File: config.mk
export PLATFORM = sky130hd
export DESIGN_NAME = sync_timing_tracker_flat
export DESIGN_NICKNAME = d
export VERILOG_FILES = /design/src/rtl/sync_timing_tracker_pkg.sv /design/src/rtl/sync_timing_tracker_if.sv /design/src/rtl/sync_timing_tracker_lock.sv /design/src/rtl/sync_timing_tracker.sv /design/src/flat_wrapper.sv
export SDC_FILE = /design/constraint.sdc
export NUM_CORES = 1
export LEC_CHECK = 0
export CAP_MARGIN = 20
export CORE_MARGIN = 4
export CORE_UTILIZATION = 44
export CTS_CLUSTER_DIAMETER = 120
export CTS_CLUSTER_SIZE = 40
export DETAILED_ROUTE_END_ITERATION = 16
export PLACE_DENSITY = 0.69
export SLEW_MARGIN = 10
export SYNTH_ARGS = -nofsm -noshare
export SYNTH_HDL_FRONTEND = slang
export SYNTH_SLANG_ARGS = --single-unit
File: constraint.sdc
create_clock -name i_Clk -period 2.75 [get_ports i_Clk]
set_input_delay 0.4125 -clock i_Clk [delete_from_list [all_inputs] [get_ports i_Clk]]
set_output_delay 0.4125 -clock i_Clk [all_outputs]
set_load 0.02 [all_outputs]
File: src/rtl/sync_timing_tracker_pkg.sv
// Shared types and default 640x480@60 timing constants for the sync timing tracker.
package sync_timing_pkg;

    typedef enum logic [1:0] {
        UNLOCKED = 2'd0,
        TRACKING = 2'd1,
        LOCKED   = 2'd2
    } lock_state_e;

    localparam int VGA_TOTAL_COLS  = 800;
    localparam int VGA_TOTAL_ROWS  = 525;
    localparam int VGA_ACTIVE_COLS = 640;
    localparam int VGA_ACTIVE_ROWS = 480;
    localparam int VGA_COL_W       = 10;
    localparam int VGA_ROW_W       = 10;
    localparam int DEF_FRAME_W     = 8;
    localparam int DEF_LOCK_FRAMES = 4;

    // Good-frame counter width; LOCK_FRAMES is limited to 1..15.
    localparam int GOOD_W = 4;

endpackage

File: src/rtl/sync_timing_tracker_if.sv
// Sync inputs and derived timing outputs of the tracker, bundled for port connection.
interface sync_timing_tracker_if
    import sync_timing_pkg::*;
#(
    parameter int COL_W   = VGA_COL_W,
    parameter int ROW_W   = VGA_ROW_W,
    parameter int FRAME_W = DEF_FRAME_W
) ();

    logic               i_HSync;
    logic               i_VSync;
    logic               o_HSync;
    logic               o_VSync;
    logic [COL_W-1:0]   o_Col_Count;
    logic [ROW_W-1:0]   o_Row_Count;
    logic               o_Active;
    logic               o_Line_Start;
    logic               o_Frame_Start;
    logic [FRAME_W-1:0] o_Frame_Count;
    logic               o_Locked;
    logic               o_Lock_Lost;

    // Master: the sync source / consumer side.
    modport master (
        output i_HSync, i_VSync,
        input  o_HSync, o_VSync, o_Col_Count, o_Row_Count, o_Active,
               o_Line_Start, o_Frame_Start, o_Frame_Count, o_Locked, o_Lock_Lost
    );

    // Slave: the tracker itself.
    modport slave (
        input  i_HSync, i_VSync,
        output o_HSync, o_VSync, o_Col_Count, o_Row_Count, o_Active,
               o_Line_Start, o_Frame_Start, o_Frame_Count, o_Locked, o_Lock_Lost
    );

endinterface

File: src/rtl/sync_timing_tracker_lock.sv
// Lock detector: counts consecutive VSync edges that land exactly on the frame wrap.
module sync_lock_fsm
    import sync_timing_pkg::*;
#(
    parameter int LOCK_FRAMES = DEF_LOCK_FRAMES
) (
    input  logic i_Clk,
    input  logic i_Reset,
    input  logic i_Edge,
    input  logic i_At_Wrap,
    input  logic i_Nat_Wrap,
    output logic o_Locked,
    output logic o_Lock_Lost
);

    localparam logic [GOOD_W-1:0] GOOD_TARGET = LOCK_FRAMES[GOOD_W-1:0];
    localparam logic [GOOD_W-1:0] GOOD_ONE    = {{(GOOD_W-1){1'b0}}, 1'b1};

    lock_state_e       r_State;
    lock_state_e       w_State_Next;
    logic [GOOD_W-1:0] r_Good;
    logic [GOOD_W-1:0] w_Good_Next;
    logic [GOOD_W-1:0] w_Good_Inc;
    logic              r_Lost;
    logic              w_Lost_Next;
    logic              w_Good_Frame;
    logic              w_Bad_Frame;

    // An edge off the wrap point, or a wrap with no edge, both break the cadence.
    assign w_Good_Frame = i_Edge & i_At_Wrap;
    assign w_Bad_Frame  = (i_Edge & ~i_At_Wrap) | i_Nat_Wrap;
    assign w_Good_Inc   = r_Good + GOOD_ONE;

    always_ff @(posedge i_Clk or posedge i_Reset) begin
        if (i_Reset) begin
            r_State <= UNLOCKED;
            r_Good  <= '0;
            r_Lost  <= 1'b0;
        end else begin
            r_State <= w_State_Next;
            r_Good  <= w_Good_Next;
            r_Lost  <= w_Lost_Next;
        end
    end

    always_comb begin
        w_State_Next = r_State;
        w_Good_Next  = r_Good;
        w_Lost_Next  = 1'b0;
        case (r_State)
            UNLOCKED: begin
                if (i_Edge) begin
                    w_State_Next = TRACKING;
                    w_Good_Next  = '0;
                end
            end
            TRACKING: begin
                if (w_Good_Frame) begin
                    w_Good_Next = w_Good_Inc;
                    if (w_Good_Inc == GOOD_TARGET) begin
                        w_State_Next = LOCKED;
                    end
                end else if (w_Bad_Frame) begin
                    w_Good_Next = '0;
                end
            end
            LOCKED: begin
                if (w_Bad_Frame) begin
                    w_State_Next = TRACKING;
                    w_Good_Next  = '0;
                    w_Lost_Next  = 1'b1;
                end
            end
            default: begin
                w_State_Next = UNLOCKED;
                w_Good_Next  = '0;
            end
        endcase
    end

    assign o_Locked    = (r_State == LOCKED);
    assign o_Lock_Lost = r_Lost;

endmodule

File: src/rtl/sync_timing_tracker.sv
// Regenerates row/column position, active/start flags, frame count and lock status
// from incoming HSync/VSync; all outputs are registered one cycle behind the syncs.
module sync_timing_tracker
    import sync_timing_pkg::*;
#(
    parameter int TOTAL_COLS      = VGA_TOTAL_COLS,
    parameter int TOTAL_ROWS      = VGA_TOTAL_ROWS,
    parameter int ACTIVE_COLS     = VGA_ACTIVE_COLS,
    parameter int ACTIVE_ROWS     = VGA_ACTIVE_ROWS,
    parameter int COL_W           = VGA_COL_W,
    parameter int ROW_W           = VGA_ROW_W,
    parameter int SYNC_ACTIVE_LOW = 0,
    parameter int FRAME_W         = DEF_FRAME_W,
    parameter int LOCK_FRAMES     = DEF_LOCK_FRAMES
) (
    input  logic                  i_Clk,
    input  logic                  i_Reset,
    sync_timing_tracker_if.slave  bus
);

    localparam int COL_LAST_I = TOTAL_COLS - 1;
    localparam int ROW_LAST_I = TOTAL_ROWS - 1;

    localparam logic [COL_W-1:0]   COL_LAST  = COL_LAST_I[COL_W-1:0];
    localparam logic [ROW_W-1:0]   ROW_LAST  = ROW_LAST_I[ROW_W-1:0];
    localparam logic [COL_W:0]     COL_ACT   = ACTIVE_COLS[COL_W:0];
    localparam logic [ROW_W:0]     ROW_ACT   = ACTIVE_ROWS[ROW_W:0];
    localparam logic [COL_W-1:0]   COL_ONE   = {{(COL_W-1){1'b0}}, 1'b1};
    localparam logic [ROW_W-1:0]   ROW_ONE   = {{(ROW_W-1){1'b0}}, 1'b1};
    localparam logic [FRAME_W-1:0] FRAME_ONE = {{(FRAME_W-1){1'b0}}, 1'b1};
    localparam logic               INACT     = (SYNC_ACTIVE_LOW != 0);

    logic               r_HSync;
    logic               r_VSync;
    logic               r_Armed;
    logic [COL_W-1:0]   r_Col;
    logic [ROW_W-1:0]   r_Row;
    logic               r_Active;
    logic               r_Line_Start;
    logic               r_Frame_Start;
    logic [FRAME_W-1:0] r_Frame;

    logic               w_V;
    logic               w_V_Prev;
    logic               w_Edge;
    logic               w_Col_End;
    logic               w_Row_End;
    logic               w_At_Wrap;
    logic               w_Nat_Wrap;
    logic [COL_W-1:0]   w_Col_Next;
    logic [ROW_W-1:0]   w_Row_Next;
    logic               w_Active_Next;
    logic               w_Locked;
    logic               w_Lock_Lost;

    // Syncs are normalised to active-high; the delayed copy doubles as the edge history.
    assign w_V      = bus.i_VSync ^ INACT;
    assign w_V_Prev = r_VSync ^ INACT;

    // r_Armed blocks edges until VSync has been seen inactive since reset, so a sync
    // held active across reset release does not count as a new frame.
    assign w_Edge   = w_V & ~w_V_Prev & r_Armed;

    assign w_Col_End  = (r_Col == COL_LAST);
    assign w_Row_End  = (r_Row == ROW_LAST);
    assign w_At_Wrap  = w_Col_End & w_Row_End;
    assign w_Nat_Wrap = w_At_Wrap & ~w_Edge;

    always_comb begin
        w_Col_Next = r_Col + COL_ONE;
        w_Row_Next = r_Row;
        if (w_Edge) begin
            w_Col_Next = '0;
            w_Row_Next = '0;
        end else if (w_Col_End) begin
            w_Col_Next = '0;
            w_Row_Next = w_Row_End ? '0 : (r_Row + ROW_ONE);
        end
    end

    assign w_Active_Next = ({1'b0, w_Col_Next} < COL_ACT) && ({1'b0, w_Row_Next} < ROW_ACT);

    always_ff @(posedge i_Clk or posedge i_Reset) begin
        if (i_Reset) begin
            r_HSync       <= INACT;
            r_VSync       <= INACT;
            r_Armed       <= 1'b0;
            r_Col         <= '0;
            r_Row         <= '0;
            r_Active      <= 1'b0;
            r_Line_Start  <= 1'b0;
            r_Frame_Start <= 1'b0;
            r_Frame       <= '0;
        end else begin
            r_HSync       <= bus.i_HSync;
            r_VSync       <= bus.i_VSync;
            r_Armed       <= r_Armed | ~w_V;
            r_Col         <= w_Col_Next;
            r_Row         <= w_Row_Next;
            r_Active      <= w_Active_Next;
            r_Line_Start  <= w_Edge | w_Col_End;
            r_Frame_Start <= w_Edge;
            if (w_Edge) begin
                r_Frame <= r_Frame + FRAME_ONE;
            end
        end
    end

    sync_lock_fsm #(
        .LOCK_FRAMES (LOCK_FRAMES)
    ) u_lock (
        .i_Clk       (i_Clk),
        .i_Reset     (i_Reset),
        .i_Edge      (w_Edge),
        .i_At_Wrap   (w_At_Wrap),
        .i_Nat_Wrap  (w_Nat_Wrap),
        .o_Locked    (w_Locked),
        .o_Lock_Lost (w_Lock_Lost)
    );

    assign bus.o_HSync       = r_HSync;
    assign bus.o_VSync       = r_VSync;
    assign bus.o_Col_Count   = r_Col;
    assign bus.o_Row_Count   = r_Row;
    assign bus.o_Active      = r_Active;
    assign bus.o_Line_Start  = r_Line_Start;
    assign bus.o_Frame_Start = r_Frame_Start;
    assign bus.o_Frame_Count = r_Frame;
    assign bus.o_Locked      = w_Locked;
    assign bus.o_Lock_Lost   = w_Lock_Lost;

endmodule

File: src/flat_wrapper.sv
// flat-port wrapper written by rule: the top's interface ports become plain ports
module sync_timing_tracker_flat import sync_timing_pkg::*;
#(
    parameter int TOTAL_COLS      = VGA_TOTAL_COLS,
    parameter int TOTAL_ROWS      = VGA_TOTAL_ROWS,
    parameter int ACTIVE_COLS     = VGA_ACTIVE_COLS,
    parameter int ACTIVE_ROWS     = VGA_ACTIVE_ROWS,
    parameter int COL_W           = VGA_COL_W,
    parameter int ROW_W           = VGA_ROW_W,
    parameter int SYNC_ACTIVE_LOW = 0,
    parameter int FRAME_W         = DEF_FRAME_W,
    parameter int LOCK_FRAMES     = DEF_LOCK_FRAMES
)
  (i_Clk, i_Reset, bus_i_HSync, bus_i_VSync, bus_o_HSync, bus_o_VSync, bus_o_Col_Count, bus_o_Row_Count, bus_o_Active, bus_o_Line_Start, bus_o_Frame_Start, bus_o_Frame_Count, bus_o_Locked, bus_o_Lock_Lost);
  sync_timing_tracker_if #(.COL_W(COL_W), .ROW_W(ROW_W), .FRAME_W(FRAME_W)) bus_i ();
  input  logic i_Clk;
  input  logic i_Reset;
  input wire logic [$bits(bus_i.i_HSync)-1:0] bus_i_HSync;
  input wire logic [$bits(bus_i.i_VSync)-1:0] bus_i_VSync;
  output wire logic [$bits(bus_i.o_HSync)-1:0] bus_o_HSync;
  output wire logic [$bits(bus_i.o_VSync)-1:0] bus_o_VSync;
  output wire logic [$bits(bus_i.o_Col_Count)-1:0] bus_o_Col_Count;
  output wire logic [$bits(bus_i.o_Row_Count)-1:0] bus_o_Row_Count;
  output wire logic [$bits(bus_i.o_Active)-1:0] bus_o_Active;
  output wire logic [$bits(bus_i.o_Line_Start)-1:0] bus_o_Line_Start;
  output wire logic [$bits(bus_i.o_Frame_Start)-1:0] bus_o_Frame_Start;
  output wire logic [$bits(bus_i.o_Frame_Count)-1:0] bus_o_Frame_Count;
  output wire logic [$bits(bus_i.o_Locked)-1:0] bus_o_Locked;
  output wire logic [$bits(bus_i.o_Lock_Lost)-1:0] bus_o_Lock_Lost;
  assign bus_i.i_HSync = bus_i_HSync;
  assign bus_i.i_VSync = bus_i_VSync;
  assign bus_o_HSync = bus_i.o_HSync;
  assign bus_o_VSync = bus_i.o_VSync;
  assign bus_o_Col_Count = bus_i.o_Col_Count;
  assign bus_o_Row_Count = bus_i.o_Row_Count;
  assign bus_o_Active = bus_i.o_Active;
  assign bus_o_Line_Start = bus_i.o_Line_Start;
  assign bus_o_Frame_Start = bus_i.o_Frame_Start;
  assign bus_o_Frame_Count = bus_i.o_Frame_Count;
  assign bus_o_Locked = bus_i.o_Locked;
  assign bus_o_Lock_Lost = bus_i.o_Lock_Lost;
  sync_timing_tracker #(.TOTAL_COLS(TOTAL_COLS), .TOTAL_ROWS(TOTAL_ROWS), .ACTIVE_COLS(ACTIVE_COLS), .ACTIVE_ROWS(ACTIVE_ROWS), .COL_W(COL_W), .ROW_W(ROW_W), .SYNC_ACTIVE_LOW(SYNC_ACTIVE_LOW), .FRAME_W(FRAME_W), .LOCK_FRAMES(LOCK_FRAMES)) u_core (.i_Clk(i_Clk), .i_Reset(i_Reset), .bus(bus_i));
endmodule
; After elaboration in Yosys (flattened, before gate mapping)
; Index checks and enable logic that the tools add are counted.
[word_totals]
ff_bits = 41
inputBits = 4
elab_cells = 59
[op_classes]
addsub = 4
n_lt_le_gt_ge = 2
eq_ne = 9
n_mux = 16
bitwise_logic = 13
n_reduce_logical = 3
[op_table]
columns = op, n
row1 = two-way mux 10 bit, 5
row2 = adder 10 x 1 -> 10 bit (second input constant), 2
row3 = equality test 10 bit (second input constant), 2
row4 = two-way mux 4 bit, 3
row5 = one-hot mux 4 bit (3 select lines), 1
row6 = < comparator 10 bit (second input constant), 1
row7 = < comparator 10 x 9 -> 1 bit (second input constant), 1
row8 = adder 8 x 1 -> 8 bit (second input constant), 1
row9 = two-way mux 2 bit, 4
row10 = AND 1 bit, 6
row11 = != test 2 bit (second input constant), 3
row12 = one-hot mux 2 bit (3 select lines), 1
row13 = adder 4 x 1 -> 4 bit (second input constant), 1
row14 = equality test 4 x 3 -> 1 bit (second input constant), 1
row15 = NOT 1 bit, 4
row16 = AND reduction 4 bit, 1
row17 = bitwise OR 1 bit, 3
row18 = equality test 2 x 1 -> 1 bit (second input constant), 1
row19 = equality test 2 bit (second input constant), 1
row20 = zero test 2 bit, 1
row21 = two-way mux 1 bit, 2
row22 = != test 2 x 1 -> 1 bit (second input constant), 1
row23 = logical AND 1 bit, 1

; Longest topological paths before layout
; Gate-level depths: netlist of the first run.
[logic_depth]
ltp_word = 9
mapped_depth = 11
depth_no_buf = 10

; Hierarchy
; A second synthesis of the first run with hierarchy kept.
[unflattened]
cells_unflattened = 203
hier_area_um2 = 2092.0
[modules_own_cells]
columns = mod, n_inst, cells_each, area_per_inst_um2, seq_area_each_um2
row1 = sync_timing_tracker, 1, 153, 1636.6, 850.8
row2 = sync_lock_fsm, 1, 50, 455.4, 175.2

; Least setup slack after synthesis of the first run
; Ideal clock, no wire load.
[synth_timing]
kind = flip-flop to flip-flop
start = reg u_core.r_Col[0], in the netlist u_core.bus.o_Col_Count[0]
end = reg u_core.u_lock.r_Good[3]
setup_ps = 122
arrival_ps = 2172
required_time_ps = 2628
setup_slack_ps = 456
stages_incl_launch_ff = 11
n_path_buf = 1
synth_period_minus_slack_ps = 2294
path_cell_list = dfrtp_1 > ha_1 > and4_4 > nand4_4 > buf_6 > nor2_1 > ha_1 > inv_1 > o21ai_0 > nand2_1 > a32o_1
[synth_via]
elab_chain_len = 8
[synth_lines]
columns = item, line_no
row1 = "start, declared", sync_timing_tracker.sv:36  ; logic [COL_W-1:0] r_Col;
row2 = "start signal, assigned", sync_timing_tracker.sv:98  ; r_Col <= w_Col_Next;
row3 = equality test 10 bit (*), sync_timing_tracker.sv:64  ; assign w_Col_End = (r_Col == COL_LAST);
row4 = AND 1 bit (*), sync_timing_tracker.sv:66  ; assign w_At_Wrap = w_Col_End & w_Row_End;
row5 = NOT 1 bit, sync_timing_tracker_lock.sv:31  ; assign w_Bad_Frame = (i_Edge & ~i_At_Wrap) | i_Nat_Wrap;
row6 = AND 1 bit, sync_timing_tracker_lock.sv:31
row7 = bitwise OR 1 bit, sync_timing_tracker_lock.sv:31
row8 = two-way mux 4 bit, --
row9 = two-way mux 4 bit, sync_timing_tracker_lock.sv:58  ; if (w_Good_Frame) begin
row10 = one-hot mux 4 bit (3 select lines) (*), sync_timing_tracker_lock.sv:50  ; case (r_State)
row11 = "end signal, assigned", sync_timing_tracker_lock.sv:41  ; r_Good <= w_Good_Next;
row12 = "end, declared", sync_timing_tracker_lock.sv:21  ; logic [GOOD_W-1:0] r_Good;
; Every way passes the cells marked *; elsewhere a longest branch is shown, timed or not.
; A chain may end at the register's enable or synchronous reset.

; Worst setup path after layout of the first run
[layout_timing]
start = reg u_core.r_Col[0], in the netlist u_core.bus.o_Col_Count[0]
end = reg u_core.u_lock.r_State[0]
[layout_via]
elab_chain_len = 7
[layout_lines]
columns = item, line_no
row1 = equality test 10 bit (*), sync_timing_tracker.sv:64
row2 = AND 1 bit (*), sync_timing_tracker.sv:66
row3 = NOT 1 bit, sync_timing_tracker_lock.sv:31
row4 = AND 1 bit, sync_timing_tracker_lock.sv:31
row5 = bitwise OR 1 bit, sync_timing_tracker_lock.sv:31
row6 = != test 2 x 1 -> 1 bit (no line), --
row7 = AND reduction 4 bit (no line) (*), --
row8 = "end signal, assigned", sync_timing_tracker_lock.sv:40  ; r_State <= w_State_Next;
row9 = "end, declared", sync_timing_tracker_lock.sv:19  ; lock_state_e r_State;
; Marked as above.

==> results of run 1 <==
[logic make-up after synthesis]
logic type               share of synthesized area
AO/OA/AOI/OAI                                0.101
XOR/XNOR                                    0.0867
adder cells (fa/ha/maj)                     0.0590
buffers and inverters                       0.0318
flip-flops                                   0.483
multiplexers                                0.0100
AND/OR/NAND/NOR                              0.228
[Yosys cell counts, types with 2 or more instances]
master / number / area share
sky130_fd_sc_hd__nor2b_1: 3 / 0.0088
sky130_fd_sc_hd__ha_1: 10 / 0.059
sky130_fd_sc_hd__clkinv_1: 2 / 0.0035
sky130_fd_sc_hd__and4_1: 2 / 0.0083
sky130_fd_sc_hd__o31ai_1: 2 / 0.0071
sky130_fd_sc_hd__xnor2_1: 14 / 0.058
sky130_fd_sc_hd__nor3_1: 5 / 0.012
sky130_fd_sc_hd__xor2_1: 7 / 0.029
sky130_fd_sc_hd__nor2_1: 25 / 0.044
sky130_fd_sc_hd__inv_1: 12 / 0.021
sky130_fd_sc_hd__dfrtp_1: 41 / 0.48
sky130_fd_sc_hd__nand2_1: 23 / 0.041
sky130_fd_sc_hd__nand4_1: 4 / 0.012
sky130_fd_sc_hd__nand3_1: 6 / 0.014
sky130_fd_sc_hd__and2_1: 5 / 0.015
sky130_fd_sc_hd__nand2b_1: 2 / 0.0059
sky130_fd_sc_hd__a21oi_1: 7 / 0.017
sky130_fd_sc_hd__o21ai_0: 12 / 0.028
sky130_fd_sc_hd__nand3b_1: 2 / 0.0071
sky130_fd_sc_hd__nor4_1: 2 / 0.0059
[power by group]
| group | internal, mW | leakage (nW) | switching [mW] |
|---|---|---|---|
| combinational | 0.164 | 0.554 | 0.163 |
| clock | 0.295 | 0.0574 | 0.214 |
| sequential | 0.665 | 0.537 | 0.0788 |
| total | 1.12 | 1.15 | 0.456 |
[per-stage QoR]
step	utilization	area [um2]
CTS	0.577	2710
global route	0.577	2710
floorplan	-	2120
global placement	0.551	2580
detailed placement	0.551	2580
finish	0.577	2710
[final timing paths]
check	from	endpoint	slack (ns)
worst max-delay path	u_core.bus.o_Col_Count[0]	u_core.u_lock.r_State[0]	0.40
worst max register to register	u_core.bus.o_Col_Count[0]	u_core.u_lock.r_State[0]	0.40
worst min register to register	u_core.bus.o_Frame_Count[7]	u_core.bus.o_Frame_Count[7]	0.47
max in group asynchronous	i_Reset	u_core.u_lock.r_Good[0]	1.83
min in group asynchronous	i_Reset	u_core.bus.o_Frame_Count[4]	0.56
worst min-delay path	u_core.bus.o_Frame_Count[7]	u_core.bus.o_Frame_Count[7]	0.47
[final cells by class]
type	count	share of cell area
sequential	41	0.379
tap	54	0.0250
multi-input combinational	156	0.380
inverter	14	0.0194
clock inverter	2	0.0139
clock buffer	6	0.0305
timing repair buffer	42	0.152
[sequential cells by signal (all words and copies together), names as in the netlist]
signal and flops:
u_core.r_Armed 1, u_core.bus.o_Frame_Count 8, u_core.bus.o_HSync 1, u_core.bus.o_Row_Count 10, u_core.u_lock.r_State 2, u_core.bus.o_Frame_Start 1, u_core.bus.o_Active 1, u_core.u_lock.r_Good 4
u_core.bus.o_Line_Start 1, u_core.bus.o_Col_Count 10, u_core.bus.o_VSync 1, u_core.u_lock.o_Lock_Lost 1
[per-layer routing]
| metal | GRT usage | vias up | part of all wire | wire [um] |
|---|---|---|---|---|
| met5 | 0 | - | 0 | 0 |
| met1 | 0.211 | 794 | 0.49 | 2080 |
| met2 | 0.233 | 34 | 0.46 | 1930 |
| met3 | 0.0418 | 4 | 0.038 | 161 |
| met4 | 0.0463 | 0 | 0.011 | 45 |
| li1 | - | 824 | - | - |
[worst max-delay path, stage by stage, from the launching register on]
cell,delay (ns)
sky130_fd_sc_hd__dfrtp_1,0.43
sky130_fd_sc_hd__ha_1,0.25
sky130_fd_sc_hd__and4_4,0.28
sky130_fd_sc_hd__nand4_4,0.21
sky130_fd_sc_hd__nor2_1,0.18
sky130_fd_sc_hd__ha_1,0.29
sky130_fd_sc_hd__nor2b_1,0.26
sky130_fd_sc_hd__nor2_1,0.07
sky130_fd_sc_hd__nand3_1,0.12
sky130_fd_sc_hd__mux2i_1,0.19
[cells in the final DEF (no fill, tap or decap), drive strengths merged, types with 7 or more instances in the layout]
cell           synthesis  routed
inv                   12      12
nand2                 23      23
o21ai                 12      12
a21oi                  8       8
xnor2                 14      14
xor2                   7       7
nand3                  7       7
nor2                  25      25
dfrtp                 41      41
clkdlybuf4s50          0      38
ha                    10      10
==> insert_results.sql, run 1 <==
INSERT INTO impl_metrics (metric_group, metric, value, unit) VALUES
('die', 'initial_core_util', '0.452', ''),
('timing', 'max_freq', '0.425', 'GHz'),
('hold_path', 'hp-class', 'flop to flop', ''),
('detailed_routing', 'drt_iter0_markers', '72', ''),
('timing', 'tightest_slew', '0.646', 'ns'),
('yosys', 'mappedNetlistArea', '2120', 'um2'),
('placement', 'final_weighted_congestion_of_routability_driven_global_placement', '0.837', ''),
('clock_tree', 'ctsResizeCount', '0', ''),
('global_route', 'grt_pass1_vias', '1619', ''),
('clock_tree', 'clock-root-buffer', 'sky130_fd_sc_hd__clkbuf_8', ''),
('yosys', 'yosysWarningCount', '0', ''),
('critical_path', 'criticalPathCategory', 'flop to flop', ''),
('timing', 'slew_violations', '0', ''),
('finish', 'stdcell_count', '315', ''),
('finish', 'seq_area', '1030', 'um2'),
('die', 'core', '4690', 'um2'),
('detailed_routing', 'via_count', '1656', ''),
('placement', 'dpl.cell_count', '307', ''),
('die', 'die_x', '77.4', 'um'),
('detailed_routing', 'drt_drc_violations_left', '0', ''),
('global_route', 'antenna_violations_before_repair', '0', ''),
('detailed_routing', 'wl_per_cell', '13.4', 'um'),
('yosys', 'synth_fp_nets', '227', ''),
('placement', 'hpwlAfterDp', '3090', 'um'),
('timing', 'final.min_clock_period', '2.35', 'ns'),
('global_route', 'grt_pass1_wl', '7510', 'um'),
('global_route', 'grt_start_max_net_pins', '42', ''),
('finish', 'drive_gt1_frac', '0.0843', ''),
('critical_path', 'worstPathRequired', '2.96', 'ns'),
('power_and_ir_drop', 'total_leakage_power', '1.15', 'nW'),
('die', 'boundaryPins', '39', ''),
('timing', 'rsz0062_at_grt', 'no', ''),
('global_route', 'globalRouteTotalUtil', '0.153', ''),
('critical_path', 'path_max_fanout', '14', ''),
('outcome', 'status', 'complete, no violations', ''),
('clock_tree', 'clk_transition_reported_paths', '0.08', 'ns'),
('clock_tree', 'cts_buffer_depth', '2', ''),
('timing', 'final.setup_skew', '0.0102', 'ns'),
('clock_tree', 'clock_tree.htree_level_count', '2', ''),
('yosys', 'synth_cell_types', '47', ''),
('yosys', 'ys_ff_latch', '41', ''),
('detailed_routing', 'detail_route.vias_per_cell', '5.26', ''),
('die', 'dieArea', '6000', 'um2'),
('yosys', 'yosys_most_used_dff', 'sky130_fd_sc_hd__dfrtp_1', ''),
('yosys', 'postSynthCellCount', '213', ''),
('timing', 'setup_violations', '0', ''),
('clock_tree', 'insertion_delay', '0.29', 'ns'),
('finish', 'antenna-diode-count', '0', ''),
('timing', 'hold_violations', '0', ''),
('die', 'die_height', '77.4', 'um'),
('yosys', 'ys_seq_area_frac', '0.483', ''),
('global_route', 'grt_remaining_overflow', '0', ''),
('clock_tree', 'tritoncts', 'built', ''),
('yosys', 'fraction_of_registers_with_async_set_reset', '1.00', ''),
('power_and_ir_drop', 'power_density_relative_to_cell_area', '584', 'nW/um2'),
('clock_tree', 'cts_post_setup_buffers_inserted', '0', ''),
('timing', 'post-route-period-util', '0.856', ''),
('critical_path', 'cp-end-kind', 'flop', ''),
('finish', 'flow.area_growth_from_synthesis', '27.5', '%'),
('timing', 'setup_tns_final', '0', 'ns'),
('critical_path', 'cp-start-kind', 'flop', ''),
('timing', 'relative_slew_slack', '0.565', ''),
('yosys', 'synth_enable_flop_cells', '0', ''),
('clock_tree', 'tritoncts_num_sinks', '41', ''),
('power_and_ir_drop', 'total_power', '1.58', 'mW'),
('finish', 'final_nets', '274', ''),
('finish', 'multi_input_area', '1030', 'um2'),
('placement', 'post-place-ws', '0.404', 'ns'),
('detailed_routing', 'drt-pass1-iter-count', '4', ''),
('job', 'max_cap_viol_count', '0', ''),
('clock_tree', 'numCtsBuffers', '5', ''),
('critical_path', 'critical_path_arrival', '2.56', 'ns'),
('critical_path', 'reg2reg_depth', '9', ''),
('finish', 'fillCellCount', '421', ''),
('detailed_routing', 'detail_route.wirelength', '4220', 'um'),
('power_and_ir_drop', 'worst_ir_drop_vdd', '285', 'uV'),
('timing', 'fin_worst_hold_slack', '0.468', 'ns'),
('clock_tree', 'cts_hold_buf', '0', ''),
('placement', 'buffer_ports.inserted', '38', ''),
('die', 'fp-row-count', '25', ''),
('detailed_routing', 'detail-route-antenna-nets', '0', ''),
('timing', 'layout_setup_ws', '0.396', 'ns'),
('hold_path', 'holdPathStages', '1', ''),
('yosys', 'postSynthAreaPerCell', '9.96', 'um2');
Note: power is estimated with default switching activity, not from simulation.
==> inputs of run 2 (changes only) <==
--- a/config.mk
+++ b/config.mk
@@ -6,12 +6,14 @@
 export NUM_CORES = 1
 export LEC_CHECK = 0
 export CAP_MARGIN = 20
+export CORE_ASPECT_RATIO = 1.1
 export CORE_MARGIN = 4
 export CORE_UTILIZATION = 44
 export CTS_CLUSTER_DIAMETER = 120
 export CTS_CLUSTER_SIZE = 40
 export DETAILED_ROUTE_END_ITERATION = 16
-export PLACE_DENSITY = 0.69
+export DONT_BUFFER_PORTS = 1
+export PLACE_DENSITY = 0.7
 export SLEW_MARGIN = 10
 export SYNTH_ARGS = -nofsm -noshare
 export SYNTH_HDL_FRONTEND = slang
==> insert_results.sql, run 2 (synthesis results as in run 1) <==
INSERT INTO impl_metrics (metric_group, metric, value, unit) VALUES
('placement', 'final_weighted_congestion_of_routability_driven_global_placement', '0.912', ''),
('detailed_routing', 'detail_route.wirelength', '4070', 'um'),
('finish', 'drive_gt1_frac', '0.107', ''),
('detailed_routing', 'detail_route.vias_per_cell', '5.48', ''),
('global_route', 'grt_remaining_overflow', '0', ''),
('timing', 'tightest_slew', '0.657', 'ns'),
('clock_tree', 'ctsResizeCount', '0', ''),
('die', 'die_x', '74.2', 'um'),
('detailed_routing', 'drt-pass1-iter-count', '4', ''),
('clock_tree', 'clock-root-buffer', 'sky130_fd_sc_hd__clkbuf_8', ''),
('finish', 'antenna-diode-count', '0', ''),
('finish', 'final_nets', '238', ''),
('die', 'dieArea', '6000', 'um2'),
('die', 'core', '4650', 'um2'),
('critical_path', 'criticalPathCategory', 'flop to flop', ''),
('timing', 'final.min_clock_period', '2.34', 'ns'),
('critical_path', 'critical_path_arrival', '2.55', 'ns'),
('critical_path', 'worstPathRequired', '2.96', 'ns'),
('timing', 'post-route-period-util', '0.850', ''),
('critical_path', 'cp_top_family', 'simple AND/OR/NAND/NOR gates', ''),
('hold_path', 'hp-class', 'input pin to asynchronous set/reset pin', ''),
('clock_tree', 'clock_tree.htree_level_count', '2', ''),
('critical_path', 'reg2reg_slack', '0.41', 'ns'),
('die', 'fp-row-count', '26', ''),
('die', 'initial_core_util', '0.456', ''),
('clock_tree', 'numCtsBuffers', '5', ''),
('global_route', 'grt_pass1_wl', '6930', 'um'),
('timing', 'slew_violations', '0', ''),
('detailed_routing', 'wl_per_cell', '14.5', 'um'),
('detailed_routing', 'via_count', '1539', ''),
('power_and_ir_drop', 'total_power', '1.36', 'mW'),
('clock_tree', 'tritoncts', 'built', ''),
('timing', 'setup_violations', '0', ''),
('critical_path', 'timing.critical_path.cells', 'and4_4 > nand4_4 > nor2_1 > ha_1 > nor2b_1 > nor2_1 > nand3_1 > mux2i_1', ''),
('die', 'boundaryPins', '39', ''),
('critical_path', 'worst_path_most_repeated_cell', 'sky130_fd_sc_hd__nor2_1', ''),
('power_and_ir_drop', 'power_density_relative_to_cell_area', '588', 'nW/um2'),
('power_and_ir_drop', 'total_leakage_power', '1.01', 'nW'),
('critical_path', 'path_max_fanout', '14', ''),
('detailed_routing', 'drt_drc_violations_left', '0', ''),
('timing', 'final.setup_skew', '0.00631', 'ns'),
('critical_path', 'critical_path.reg2reg.startpoint', 'u_core.bus.o_Col_Count[2]', ''),
('clock_tree', 'cts_post_setup_buffers_inserted', '0', ''),
('die', 'die_height', '80.8', 'um'),
('detailed_routing', 'detail-route-antenna-nets', '0', ''),
('finish', 'final_util', '0.496', ''),
('clock_tree', 'cts_buffer_depth', '2', ''),
('placement', 'hpwlAfterDp', '3000', 'um'),
('clock_tree', 'clk_transition_reported_paths', '0.08', 'ns'),
('clock_tree', 'tritoncts_num_sinks', '41', ''),
('critical_path', 'cell_with_the_largest_stage_delay_on_the_worst_path', 'sky130_fd_sc_hd__dfrtp_1', ''),
('placement', 'buffer_ports.inserted', '0', ''),
('critical_path', 'critical_path.reg2reg.endpoint', 'u_core.u_lock.r_State[0]', ''),
('critical_path', 'cp-start-kind', 'flop', ''),
('critical_path', 'cp-end-kind', 'flop', ''),
('critical_path', 'cp_slowest_stage_delay', '0.56', 'ns'),
('global_route', 'grt_pass1_vias', '1511', ''),
('timing', 'rsz0062_at_grt', 'no', ''),
('global_route', 'grt_start_max_net_pins', '29', ''),
('timing', 'setup_tns_final', '0', 'ns'),
('power_and_ir_drop', 'worst_ir_drop_vdd', '230', 'uV'),
('finish', 'layout.cells.most_common', 'sky130_fd_sc_hd__dfrtp_1', ''),
('global_route', 'globalRouteTotalUtil', '0.149', ''),
('critical_path', 'reg2reg_depth', '8', ''),
('detailed_routing', 'drt_iter0_markers', '56', ''),
('critical_path', 'cp.buffers_inverters', '0', ''),
('timing', 'max_freq', '0.428', 'GHz'),
('global_route', 'antenna_violations_before_repair', '0', ''),
('timing', 'relative_slew_slack', '0.558', ''),
('job', 'max_cap_viol_count', '0', ''),
('clock_tree', 'insertion_delay', '0.29', 'ns'),
('finish', 'final_cell_mix', 'sky130_fd_sc_hd__dfrtp_1 (41), sky130_fd_sc_hd__nor2_1 (25), sky130_fd_sc_hd__nand2_1 (23)', ''),
('clock_tree', 'cts_hold_buf', '0', ''),
('finish', 'flow.area_growth_from_synthesis', '8.79', '%'),
('outcome', 'status', 'complete, no violations', ''),
('timing', 'hold_violations', '0', '');
## run 2: metrics by stage
step                      std cells  cell area, um2  hold slack (ns)  setup slack [ns]
after global routing            281            2310           0.0569             0.185
final                           281            2310           0.0275             0.411
after CTS                       281            2310           0.0378             0.419
after floorplan                 213            2120            0.435             0.456
after global placement          273            2220            0.355             0.553
after detailed placement        273            2220            0.364             0.440
## run 2: final cells by class
type	instances	area, um2
clock inverters	3	17.5
clock buffers	5	68.8
multi-input cells	156	1030
repair buffers	6	45.0
inverters	14	52.6
flip-flops and latches	41	1030
well taps	56	70.1
fillers	443	2340
## run 2: how the worst max path moves through the flow
| stage | endpoint | from | slack, ns | cells past startpoint |
|---|---|---|---|---|
| floorplan | u_core.u_lock.r_Good[3] | u_core.bus.o_Col_Count[0] | 0.46 | 10 |
| global placement | u_core.u_lock.r_Good[3] | u_core.bus.o_Col_Count[2] | 0.55 | 8 |
| detailed placement | u_core.u_lock.r_State[0] | u_core.bus.o_Col_Count[2] | 0.44 | 8 |
| CTS | u_core.u_lock.r_State[0] | u_core.bus.o_Col_Count[2] | 0.42 | 8 |
| global route | u_core.u_lock.r_State[0] | u_core.bus.o_Row_Count[6] | 0.19 | 8 |
| finish | u_core.u_lock.r_State[0] | u_core.bus.o_Col_Count[2] | 0.41 | 8 |
## run 2: power by group
group          switching, mW  internal [mW]
clock network          0.212          0.175
registers              0.134          0.664
logic                 0.0956         0.0762
total                  0.442          0.915
## run 2: metal layers
layer | track usage | vias up | part of all wire
met5 | 0 | - | 0
li1 | - | 756 | -
met2 | 0.228 | 36 | 0.47
met1 | 0.196 | 739 | 0.45
met4 | 0.0694 | 0 | 0.024
met3 | 0.0421 | 8 | 0.057
## run 2: worst register-to-register path, stage by stage (launching register included)
cell and delay (ns):
sky130_fd_sc_hd__dfrtp_1 0.56, sky130_fd_sc_hd__and4_4 0.33, sky130_fd_sc_hd__nand4_4 0.22, sky130_fd_sc_hd__nor2_1 0.20, sky130_fd_sc_hd__ha_1 0.29, sky130_fd_sc_hd__nor2b_1 0.27, sky130_fd_sc_hd__nor2_1 0.07, sky130_fd_sc_hd__nand3_1 0.12
sky130_fd_sc_hd__mux2i_1 0.21
==> inputs of run 3 (changes only) <==
--- a/config.mk
+++ b/config.mk
@@ -18,3 +18,4 @@
 export SYNTH_ARGS = -nofsm -noshare
 export SYNTH_HDL_FRONTEND = slang
 export SYNTH_SLANG_ARGS = --single-unit
+export TNS_END_PERCENT = 1
==> results of run 3 <==
Same layout as run 2: the final DEF is identical, and so are final timing and power.
